$ cat src/rtl/ola_trigger_sequencer.sv
// ola_trigger_sequencer: loads trigger stage masks serially and walks the armed stage chain to fire capture.
// Optional stage timeout enabled by defining OLA_TRIGGER_SEQ_TIMEOUT_EN.
module ola_trigger_sequencer #(
    parameter int STATE_COUNT     = 4,
    parameter int STATE_BITS      = 2,
    parameter int CONDITION_WIDTH = 4,
    parameter int ACTION_WIDTH    = 4,
    parameter int CFG_WIDTH       = 16,
    parameter int TIMEOUT_CYCLES  = 1024
) (
    input  logic                                 clock,
    input  logic                                 reset,
    input  logic                                 cfg_valid,
    output logic                                 cfg_ready,
    input  logic [STATE_BITS-1:0]                cfg_state,
    input  logic                                 cfg_else,
    input  logic                                 cfg_kind,
    input  logic [CFG_WIDTH-1:0]                 cfg_word,
    input  logic                                 arm,
    input  logic                                 disarm,
    output logic [STATE_COUNT-1:0]               ctl_enable,
    output logic                                 ctl_data,
    output logic                                 ctl_then,
    output logic                                 ctl_else,
    output logic                                 ctl_conditions,
    output logic                                 ctl_actions,
    input  logic [STATE_COUNT-1:0]               st_act,
    input  logic [STATE_COUNT*ACTION_WIDTH-1:0]  st_actions,
    output logic [STATE_BITS-1:0]                cur_state,
    output logic                                 armed,
    output logic                                 fire,
    output logic [ACTION_WIDTH-1:0]              fire_actions,
    output logic                                 timeout
);
    localparam int BW = $clog2(CFG_WIDTH);

    typedef enum logic [1:0] {IDLE, SHIFT, GAP, ARMED} state_t;

    state_t                  r_state, w_state;
    logic [STATE_BITS-1:0]   r_sel, w_sel;
    logic                    r_else, w_else;
    logic                    r_kind, w_kind;
    logic [CFG_WIDTH-1:0]    r_word, w_word;
    logic [BW-1:0]           r_bit, w_bit;
    logic [STATE_BITS-1:0]   w_cur;
    logic                    w_fire;
    logic [ACTION_WIDTH-1:0] w_fire_actions;
    logic                    w_timeout;
    logic                    w_act;
    logic [ACTION_WIDTH-1:0] w_acts;
    logic                    w_last;
    logic                    w_shift;
`ifdef OLA_TRIGGER_SEQ_TIMEOUT_EN
    localparam int TW = $clog2(TIMEOUT_CYCLES + 1);
    logic [TW-1:0]           r_tmo, w_tmo;
`endif

    always_comb begin
        w_state        = r_state;
        w_sel          = r_sel;
        w_else         = r_else;
        w_kind         = r_kind;
        w_word         = r_word;
        w_bit          = r_bit;
        w_cur          = cur_state;
        w_fire         = 1'b0;
        w_fire_actions = fire_actions;
        w_timeout      = 1'b0;
        w_act          = st_act[cur_state];
        w_acts         = st_actions[cur_state*ACTION_WIDTH +: ACTION_WIDTH];
        w_last         = r_bit == (r_kind ? BW'(ACTION_WIDTH - 1) : BW'(CONDITION_WIDTH - 1));
`ifdef OLA_TRIGGER_SEQ_TIMEOUT_EN
        w_tmo          = r_tmo;
`endif
        case (r_state)
            IDLE: begin
                if (cfg_valid) begin
                    w_sel   = cfg_state;
                    w_else  = cfg_else;
                    w_kind  = cfg_kind;
                    w_word  = cfg_word;
                    w_bit   = '0;
                    w_state = SHIFT;
                end else if (arm) begin
                    w_cur   = '0;
                    w_state = ARMED;
`ifdef OLA_TRIGGER_SEQ_TIMEOUT_EN
                    w_tmo   = '0;
`endif
                end
            end
            SHIFT: begin
                w_bit   = r_bit + 1'b1;
                w_state = w_last ? GAP : SHIFT;
            end
            GAP: w_state = IDLE;
            ARMED: begin
                if (disarm) begin
                    w_state = IDLE;
                end else begin
                    if (w_act) begin
                        w_fire         = w_acts[0];
                        w_fire_actions = w_acts[0] ? w_acts : fire_actions;
                        w_cur          = w_acts[2] ? '0 :
                                         w_acts[1] ? ((cur_state == STATE_BITS'(STATE_COUNT - 1)) ? '0 : cur_state + 1'b1) :
                                         cur_state;
                    end
`ifdef OLA_TRIGGER_SEQ_TIMEOUT_EN
                    // any act or sitting at stage 0 keeps the idle counter cleared
                    w_tmo = (w_act || cur_state == '0) ? '0 : r_tmo + 1'b1;
                    if (!w_act && cur_state != '0 && r_tmo == TW'(TIMEOUT_CYCLES - 1)) begin
                        w_cur     = '0;
                        w_timeout = 1'b1;
                        w_tmo     = '0;
                    end
`endif
                    if (arm) begin
                        w_cur = '0;
`ifdef OLA_TRIGGER_SEQ_TIMEOUT_EN
                        w_tmo = '0;
`endif
                    end
                end
            end
            default: w_state = IDLE;
        endcase
        w_shift = w_state == SHIFT;
    end

    always_ff @(posedge clock or posedge reset) begin
        if (reset) begin
            r_state        <= IDLE;
            r_sel          <= '0;
            r_else         <= 1'b0;
            r_kind         <= 1'b0;
            r_word         <= '0;
            r_bit          <= '0;
            cfg_ready      <= 1'b1;
            ctl_enable     <= '0;
            ctl_data       <= 1'b0;
            ctl_then       <= 1'b0;
            ctl_else       <= 1'b0;
            ctl_conditions <= 1'b0;
            ctl_actions    <= 1'b0;
            cur_state      <= '0;
            armed          <= 1'b0;
            fire           <= 1'b0;
            fire_actions   <= '0;
            timeout        <= 1'b0;
        end else begin
            r_state        <= w_state;
            r_sel          <= w_sel;
            r_else         <= w_else;
            r_kind         <= w_kind;
            r_word         <= w_word;
            r_bit          <= w_bit;
            cfg_ready      <= w_state == IDLE;
            ctl_enable     <= w_shift ? STATE_COUNT'(1) << w_sel : '0;
            ctl_data       <= w_shift && w_word[w_bit];
            ctl_then       <= w_shift && !w_else;
            ctl_else       <= w_shift && w_else;
            ctl_conditions <= w_shift && !w_kind;
            ctl_actions    <= w_shift && w_kind;
            cur_state      <= w_cur;
            armed          <= w_state == ARMED;
            fire           <= w_fire;
            fire_actions   <= w_fire_actions;
            timeout        <= w_timeout;
        end
    end

`ifdef OLA_TRIGGER_SEQ_TIMEOUT_EN
    always_ff @(posedge clock or posedge reset) begin
        if (reset) r_tmo <= '0;
        else       r_tmo <= w_tmo;
    end
`endif
endmodule

$ cat config.mk
export PLATFORM = sky130hd
export DESIGN_NAME = ola_trigger_sequencer
export DESIGN_NICKNAME = d
export VERILOG_FILES = /design/src/rtl/ola_trigger_sequencer.sv
export SDC_FILE = /design/constraint.sdc
export NUM_CORES = 1
export LEC_CHECK = 0
export BUFFER_PORTS_ARGS = -buffer_cell sky130_fd_sc_hd__buf_2
export CAP_MARGIN = 0
export CELL_PAD_IN_SITES_DETAIL_PLACEMENT = 1
export CELL_PAD_IN_SITES_GLOBAL_PLACEMENT = 1
export CORE_MARGIN = 2
export CORE_UTILIZATION = 35
export DETAILED_ROUTE_END_ITERATION = 10
export PLACE_DENSITY = 0.8
export SYNTH_ARGS = -nofsm -noshare
export SYNTH_HDL_FRONTEND = slang
export SYNTH_SLANG_ARGS = --single-unit
$ cat constraint.sdc
create_clock -name clock -period 1.9 [get_ports clock]
set_input_delay 0.19 -clock clock [delete_from_list [all_inputs] [get_ports clock]]
set_output_delay 0.19 -clock clock [all_outputs]
set_load 0.03 [all_outputs]
======== Word level (Yosys, flattened, before mapping) ========
Index checks and enable logic that the tools add are counted.
word-level totals
  output and inout port bits .............. 19
  logic and storage cells ................. 80
  register bits ........................... 44
  input port bits ......................... 45
operators by class
  shifts and indexed selects .............. 2
  reductions and logical operators ........ 12
  equal/unequal tests ..................... 12
  magnitude comparators ................... 2
  bitwise logic cells ..................... 1
  add/subtract/negate cells ............... 2
  multiplexer cells ....................... 32
operator list
  operator               count
  $mux W16               2
  $mux W2                14
  $shiftx A16 B5 Y4      1
  $mux W1                9
  $eq A2 B2 Y1 const B   4
  $mux W4                2
  $pmux W2 S4            1
  $pmux W4 S2            1
  $ne A2 B2 Y1 const B   3
  $reduce_and A6 Y1      1
  $logic_and A1 B1 Y1    5
  $lt A4 B5 Y1 const B   1
  $add A4 B1 Y4 const B  1
  $bmux W1 S4            1
  $eq A2 B1 Y1 const B   2
  $eq A4 B2 Y1 const B   1
  $logic_not A2 Y1       2
  $ne A4 B4 Y1 const B   1
  $pmux W2 S2            1
  $reduce_and A4 Y1      1
  $shl A1 B2 Y4 const A  1
  $lt A2 B3 Y1 const B   1
  $ne A3 B3 Y1 const B   1
  $add A2 B1 Y2 const B  1
  other kinds (4)        5

======== Depth between registers and ports, before layout ========
Gate-level depths: netlist of the first run.
  depth after elaboration ................. 8
  depth in mapped cells ................... 8
  depth with buffers taken out ............ 7

======== Worst setup path after synthesis of the first run ========
OpenSTA, ideal clock, no wires.
  path type ............................... reg2reg
  start point ............................. register cur_state[0]
  end point ............................... register cur_state[0]
  cell stages (with the launch flop) ...... 6
  clock period less this slack ............ 1.971 ns
  required time ........................... 1.775 ns
  setup slack ............................. -0.071 ns
  library setup time ...................... 0.125 ns
  buffers on the path ..................... 1
  data arrival time ....................... 1.847 ns
  cell sequence ........................... dfrtp_1 buf_2 mux4_2 o21ai_0 a21oi_1 mux2_2
on the way
  word-level cells in the longest chain between the ends .. 8
  elaborated cells between the ends (all ways) .. 15
  those cells by class .................... add/sub: 1; eq/ne: 3; shift: 1; mux: 9; reduce/logical: 1
RTL lines
  what                                           RTL line  text
  start, declared                                29        output logic [STATE_BITS-1:0] cur_state,
  start signal, assigned                         164       cur_state <= w_cur;
  $add A2 B1 Y2 or $eq A2 B2 Y1 (tied branches)  105       w_acts[1] ? ((cur_state == STATE_BITS'(STATE_COUNT - 1)) ? '0 : cur_state + 1'b1) :
  $mux W2 (2 in a row)                           105
  $mux W2                                        104       w_cur = w_acts[2] ? '0 :
  $mux W2                                        101       if (w_act) begin
  $mux W2                                        117       if (arm) begin
  $mux W2                                        98        if (disarm) begin
  $pmux W2 S2                                    75        case (r_state)
Several ways; a longest one is shown, not always the timed one. The select of a mux whose other input is x is not followed.
A chain may end at the register's enable or synchronous reset.

======== Worst setup path after layout of the first run ========
  start point ............................. register r_state[0]
  end point ............................... register ctl_data
on the way
  word-level cells in the longest chain between the ends .. 5
  elaborated cells between the ends (all ways) .. 14
  those cells by class .................... eq/ne: 4; mux: 8; reduce/logical: 2
RTL lines
  what                                                           RTL line  text
  start, declared                                                39        state_t r_state, w_state;
  start signal, assigned                                         151       r_state <= w_state;
  $eq A2 B1 Y1, or another cell as far along                     75
  $pmux W4 S2, or another cell as far along                      75
  $bmux W1 S4 or $pmux W2 S4 (tied branches)                     159, 75
  $mux W1 (not written as such) or $eq A2 B1 Y1 (tied branches)  159, 127
  $logic_and A1 B1 Y1 (*)                                        159       ctl_data <= w_shift && w_word[w_bit];
  end signal, assigned                                           159
  end, declared                                                  22        output logic ctl_data,
Mark *: on every way between the ends. The rest lies on a longest branch, timed or not. The select of a mux whose other input is x is not followed.

==> flow_metrics.tcl, run 1 <==
set metrics [dict create \
    syn_nets 251 \
    dp_hpwl_um 4110 \
    path_class "flop to flop" \
    setup_viol 0 \
    drv_cap 0 \
    start_util 0.360 \
    synth-edff-count 0 \
    hold_path_class "input port to flop" \
    ys_types 40 \
    dieArea_um2 6740 \
    hold_start "cfg_word[13]" \
    cts_buffers 5 \
    drc 0 \
    path_max_fanout 6 \
    finalHoldViolations 0 \
    crit_chain "buf_4 > nor3b_4 > nor2_1 > mux2_2 > o221ai_1 > o21ai_1 > o22ai_1" \
    r2r_end "ctl_data" \
    cts_tree "yes" \
    vias_per_cell 4.83 \
    r2r_start "r_state[0]" \
    setup_tns_ns 0 \
    grt_start_max_net_pins 34 \
    ant_nets 0 \
    fillers 698 \
    clkTransAtPathRegs_ns 0.09 \
    final_layout_size_suffix_gt1_frac 0.388 \
    synth-seq-cells 44 \
    cpMaxStageDelayCell "dfrtp_2" \
    cts.sinks 44 \
    drt-initial-drc-count 109 \
    async_flop_share 1.00 \
    n_antenna_cell 0 \
    post-route-period-util 0.973 \
    root_buffer "clkbuf_8" \
    yosysWarnings 0 \
    critPathArrivalTime_ns 2.08 \
    ys_seq_area_frac 0.517 \
    powerDensity_nw_per_um2 1810 \
    port_buffers 62 \
    reg2regPathDepth 7 \
    p_leak_nw 1.43 \
    grt-ovfl-total 0 \
    hold_end "r_word[13]" \
    syn_inst 204 \
    min_path_cells 3 \
    layout_min_cycle_time_ns 1.85 \
    clk_latency_ns 0.30 \
    p_total_w 0.00498 \
    critPathLaunch "r_state[0]" \
    core-area_um2 5920 \
    chipHeight_um 82.1 \
    critPathLaunchType "flop" \
    htreeDepth 2 \
    peakVddDrop_mv 0.579 \
    synthToLayoutAreaGrowth_pct 28.8 \
    fp.dieW_um 82.1 \
    grt_util_all_layers 0.176 \
    syn_avg_cell_area_um2 10.5 \
    antenna_found_initial 0 \
    fin_skew_ns 0.0128 \
    wl_per_cell_um 15.2 \
    nets 327 \
    clk_path_buf_depth 2 \
    max_freq_mhz 541 \
    routed_wl_um 5430 \
    vias 1718 \
    num_io_pins 64 \
    slowest_delay_ns 0.46 \
    slew_violations 0 \
    grt_pass1_vias 1807 \
    syn_area_um2 2130 \
    grt_pass1_wl_um 8830 \
    drt_first_pass_iters 4 \
    num_rows 28 \
    crit_required_ns 2.13 \
    place.gp.congestion 0.822 \
    synth_ff_type "dfrtp_1" \
    cp-end-kind "flop" \
    rrSetupSlack_ns 0.05 \
    outcome "complete, no violations" \
]
-- worst max-delay path: cells and delay by family, from the launching register on --
family                 cells  cell delay [ns]
AO/OA/AOI/OAI              3             0.48
flip-flops                 1             0.46
AND/OR/NAND/NOR            2             0.41
multiplexers               1             0.28
buffers and inverters      1             0.16
-- timing repair --
action,CTS,global route
hold endpoints to repair,10,0
setup buffers,0,3
hold buffers,1,0
gates resized for setup,1,1
pin swaps,0,1
setup endpoints to repair,1,1
-- through the flow --
| step | utilization | hold slack [ns] | cells | setup slack [ns] | cell area (um^2) |
|---|---|---|---|---|---|
| 4_1_cts | 0.460 | 0.0654 | 353 | 0.0455 | 2720 |
| 3_3_place_gp | 0.437 | 0.171 | 344 | 0.142 | 2590 |
| 3_5_place_dp | 0.437 | 0.175 | 344 | -0.00598 | 2590 |
| 5_1_grt | 0.464 | 0.0699 | 356 | -0.00616 | 2750 |
| 2_1_floorplan | - | 0.295 | 204 | 0.0207 | 2130 |
| 6_report | 0.464 | 0.0774 | 356 | 0.0513 | 2750 |
-- registers in the layout (all words and copies together) (netlist names), 2 cells and up --
signal and cells:
r_state 2, cur_state 2, ctl_enable 4, r_bit 4, r_sel 2, r_word 16
fire_actions 4
-- worst max path at each step --
| stage | end | slack [ns] | cells past startpoint |
|---|---|---|---|
| after floorplan | cur_state[0] | 0.02 | 5 |
| after global placement | ctl_data | 0.14 | 5 |
| after detailed placement | ctl_data | -0.006 | 6 |
| after CTS | ctl_data | 0.05 | 6 |
| after global routing | ctl_data | -0.006 | 6 |
| final | ctl_data | 0.05 | 7 |
-- synth_stat cells, types with 2 or more instances --
library cell	instances	share of area
clkbuf_1	2	0.0035
ha_1	2	0.012
buf_4	2	0.0070
mux2_2	6	0.032
a21oi_1	4	0.0094
buf_2	3	0.0070
mux4_2	6	0.063
nand2b_1	4	0.012
nor2_1	16	0.028
nand2_1	66	0.12
nand3_1	3	0.0070
o21ai_0	6	0.014
and2_1	2	0.0059
inv_1	8	0.014
mux2i_1	7	0.033
dfrtp_1	43	0.50
-- cell families after synthesis --
kind of cell / count (synthesis) / share of synthesized area
simple gates: 96 / 0.194
mux: 20 / 0.138
buf+inv: 17 / 0.0387
fa+ha+maj: 2 / 0.0117
flops: 44 / 0.517
other cells: 1 / 0.00176
compound gates: 24 / 0.0985
-- layer usage --
layer / GRT usage / vias to the layer above / wire length (um)
li1: - / 835 / -
met1: 0.227 / 855 / 2380
met2: 0.300 / 23 / 2850
met3: 0.0242 / 5 / 128
met4: 0.0667 / 0 / 70
met5: 0 / - / 0
-- power breakdown --
group	leakage [nW]	switching, W	total, W	internal [W]
clock	0.0614	0.000331	0.000761	0.000430
sequential	0.549	0.000268	0.00162	0.00136
combinational	0.824	0.00146	0.00259	0.00114
total	1.43	0.00206	0.00498	0.00292
-- layout make-up --
class                      instances  area [um^2]  area share
tap                               75         93.8      0.0342
clock inverter                     2         38.8      0.0141
multi-input combinational        143          952       0.347
clock buffer                       6         82.6      0.0301
inverter                           8         30.0      0.0109
sequential                        44         1100       0.402
timing repair buffer              78          445       0.162
-- cell usage in the layout, fill, tap and decap left out, drive strengths merged, types with 2 or more instances in the layout --
master,instances
buf,77
mux4,6
clkinv,2
nand3,3
ha,2
dfrtp,43
inv,7
a21oi,4
a21o,2
and2,2
mux2,6
mux2i,8
clkbuf,6
nand2b,4
nor2,16
nand2,66
o21ai,7
a22oi,2
No activity file was read; power rests on OpenSTA's default activity.
==> inputs of run 2 (changes only) <==
--- a/config.mk
+++ b/config.mk
@@ -11,2 +11,3 @@
 export CELL_PAD_IN_SITES_GLOBAL_PLACEMENT = 1
+export CORE_ASPECT_RATIO = 1.75
 export CORE_MARGIN = 2
==> constraint.sdc (replaced) <==
create_clock -name clock -period 1.9 [get_ports clock]
set_input_delay 0.095 -clock clock [delete_from_list [all_inputs] [get_ports clock]]
set_output_delay 0.095 -clock clock [all_outputs]
set_load 0.03 [all_outputs]
==> flow_metrics.tcl, run 2 (synthesis gave the netlist of run 1 again) <==
set metrics [dict create \
    grt_start_max_net_pins 21 \
    r2r_end "ctl_data" \
    worst_pin_slew_ns 0.714 \
    dieArea_um2 6760 \
    root_buffer "clkbuf_8" \
    cts_buffers 5 \
    clk_latency_ns 0.30 \
    start_util 0.363 \
    critPathArrivalTime_ns 1.99 \
    chipHeight_um 107 \
    peakVddDrop_mv 0.740 \
    rsz0062_at_grt "true" \
    wl_per_cell_um 14.8 \
    num_io_pins 64 \
    cp-endpoint "ctl_data" \
    critPathLaunch "r_state[0]" \
    regMostFlops "r_word" \
    path_class "flop to flop" \
    clkTransAtPathRegs_ns 0.08 \
    synthToLayoutAreaGrowth_pct 32.3 \
    slew_violations 0 \
    p_leak_nw 1.46 \
    drt_first_pass_iters 4 \
    rrSetupSlack_ns 0.11 \
    outcome "finished, violations left" \
    post-route-period-util 0.945 \
    hold_path_class "input port to flop" \
    ant_nets 0 \
    routed_wl_um 5490 \
    final_cell_mix "nand2_1 (66), buf_2 (62), dfrtp_1 (40), nor2_1 (16)" \
    path_max_fanout 7 \
    fin_area_um2 2820 \
    drv_cap 0 \
    grt-ovfl-total 0 \
    setup_viol 0 \
    regArea_um2 1110 \
    crit_required_ns 2.09 \
    num_rows 37 \
    port_buffers 62 \
    final_layout_size_suffix_gt1_frac 0.363 \
    core-area_um2 5880 \
    cp-end-kind "flop" \
    nets 338 \
    grt_pass1_vias 1941 \
    r2r_start "r_state[0]" \
    vias_per_cell 4.75 \
    clk_path_buf_depth 2 \
    dp_hpwl_um 4280 \
    htreeDepth 2 \
    layout_min_cycle_time_ns 1.79 \
    reg2regPathDepth 5 \
    placed_cell_area_um2 2580 \
    place.gp.congestion 0.760 \
    fillers 707 \
    vias 1759 \
    fin_cells 370 \
    largest_reg_flops 16 \
    violations "hold timing" \
    multiInputGateArea_um2 948 \
    slew_headroom 0.521 \
    max_freq_mhz 557 \
    cts.sinks 44 \
    n_antenna_cell 0 \
    grt_pass1_wl_um 9220 \
    drt-initial-drc-count 47 \
    hold_slack_ns -0.00129 \
    antenna_found_initial 0 \
    critPathLaunchType "flop" \
    dpl.cell_count 347 \
    mostFrequentLayoutCell "nand2_1" \
    powerDensity_nw_per_um2 1680 \
    fin_skew_ns 0.00625 \
    drc 0 \
    fp.dieW_um 63.0 \
    grt_util_all_layers 0.179 \
    finalHoldViolations 1 \
    min_path_cells 3 \
    cts_tree "yes" \
]
==> run 2: worst max-delay path, cell delays in order (launching register included) <==
cell and delay (ns):
dfrtp_2 0.48, and2b_4 0.22, mux2i_4 0.19, mux4_2 0.53
a21oi_1 0.18, o22ai_1 0.09
==> run 2: through the flow <==
step | setup TNS, ns | utilization | hold slack, ns | total power [W] | setup slack (ns)
after floorplan | 0 | - | 0.200 | 0.00343 | 0.0207
after global routing | -0.0124 | 0.480 | 0.0300 | 0.00512 | -0.0124
after detailed placement | 0 | 0.439 | 0.159 | 0.00413 | 0.0816
final | 0 | 0.480 | -0.00129 | 0.00475 | 0.105
after global placement | 0 | 0.439 | 0.156 | 0.00401 | 0.138
after CTS | 0 | 0.476 | 0.000866 | 0.00477 | 0.0549
==> run 2: power breakdown <==
group / switching [W] / internal [W]
clock: 0.000311 / 0.000297
combinational: 0.00140 / 0.00110
sequential: 0.000279 / 0.00136
total: 0.00199 / 0.00275
==> run 2: worst min path at each step <==
stage | startpoint | to | slack [ns]
floorplan | cfg_word[0] | r_word[0] | 0.20
global placement | reset | cur_state[1] | 0.16
detailed placement | reset | fire_actions[3] | 0.16
CTS | cfg_word[8] | r_word[8] | 0.0009
global route | cfg_word[9] | r_word[9] | 0.03
finish | cfg_word[9] | r_word[9] | -0.001
==> run 2: final cells by class <==
| cell class | count | area share |
|---|---|---|
| Tap cell | 78 | 0.0346 |
| Sequential cell | 44 | 0.392 |
| Clock buffer | 8 | 0.0319 |
| Inverter | 8 | 0.0106 |
| Timing Repair Buffer | 89 | 0.195 |
| Multi-Input combinational cell | 143 | 0.336 |
==> run 2: per-layer routing <==
layer | global-route usage | part of all wire
met1 | 0.186 | 0.36
met2 | 0.339 | 0.58
met3 | 0.0220 | 0.025
met4 | 0.100 | 0.030
met5 | 0 | 0
==> run 2: repair_timing <==
item | 4_1_cts | 5_1_grt
setup buffers | 0 | 2
hold buffers | 13 | 0
gates resized for setup | 0 | 3
hold endpoints to repair | 29 | 0
endpoints found under the setup margin | 0 | 2
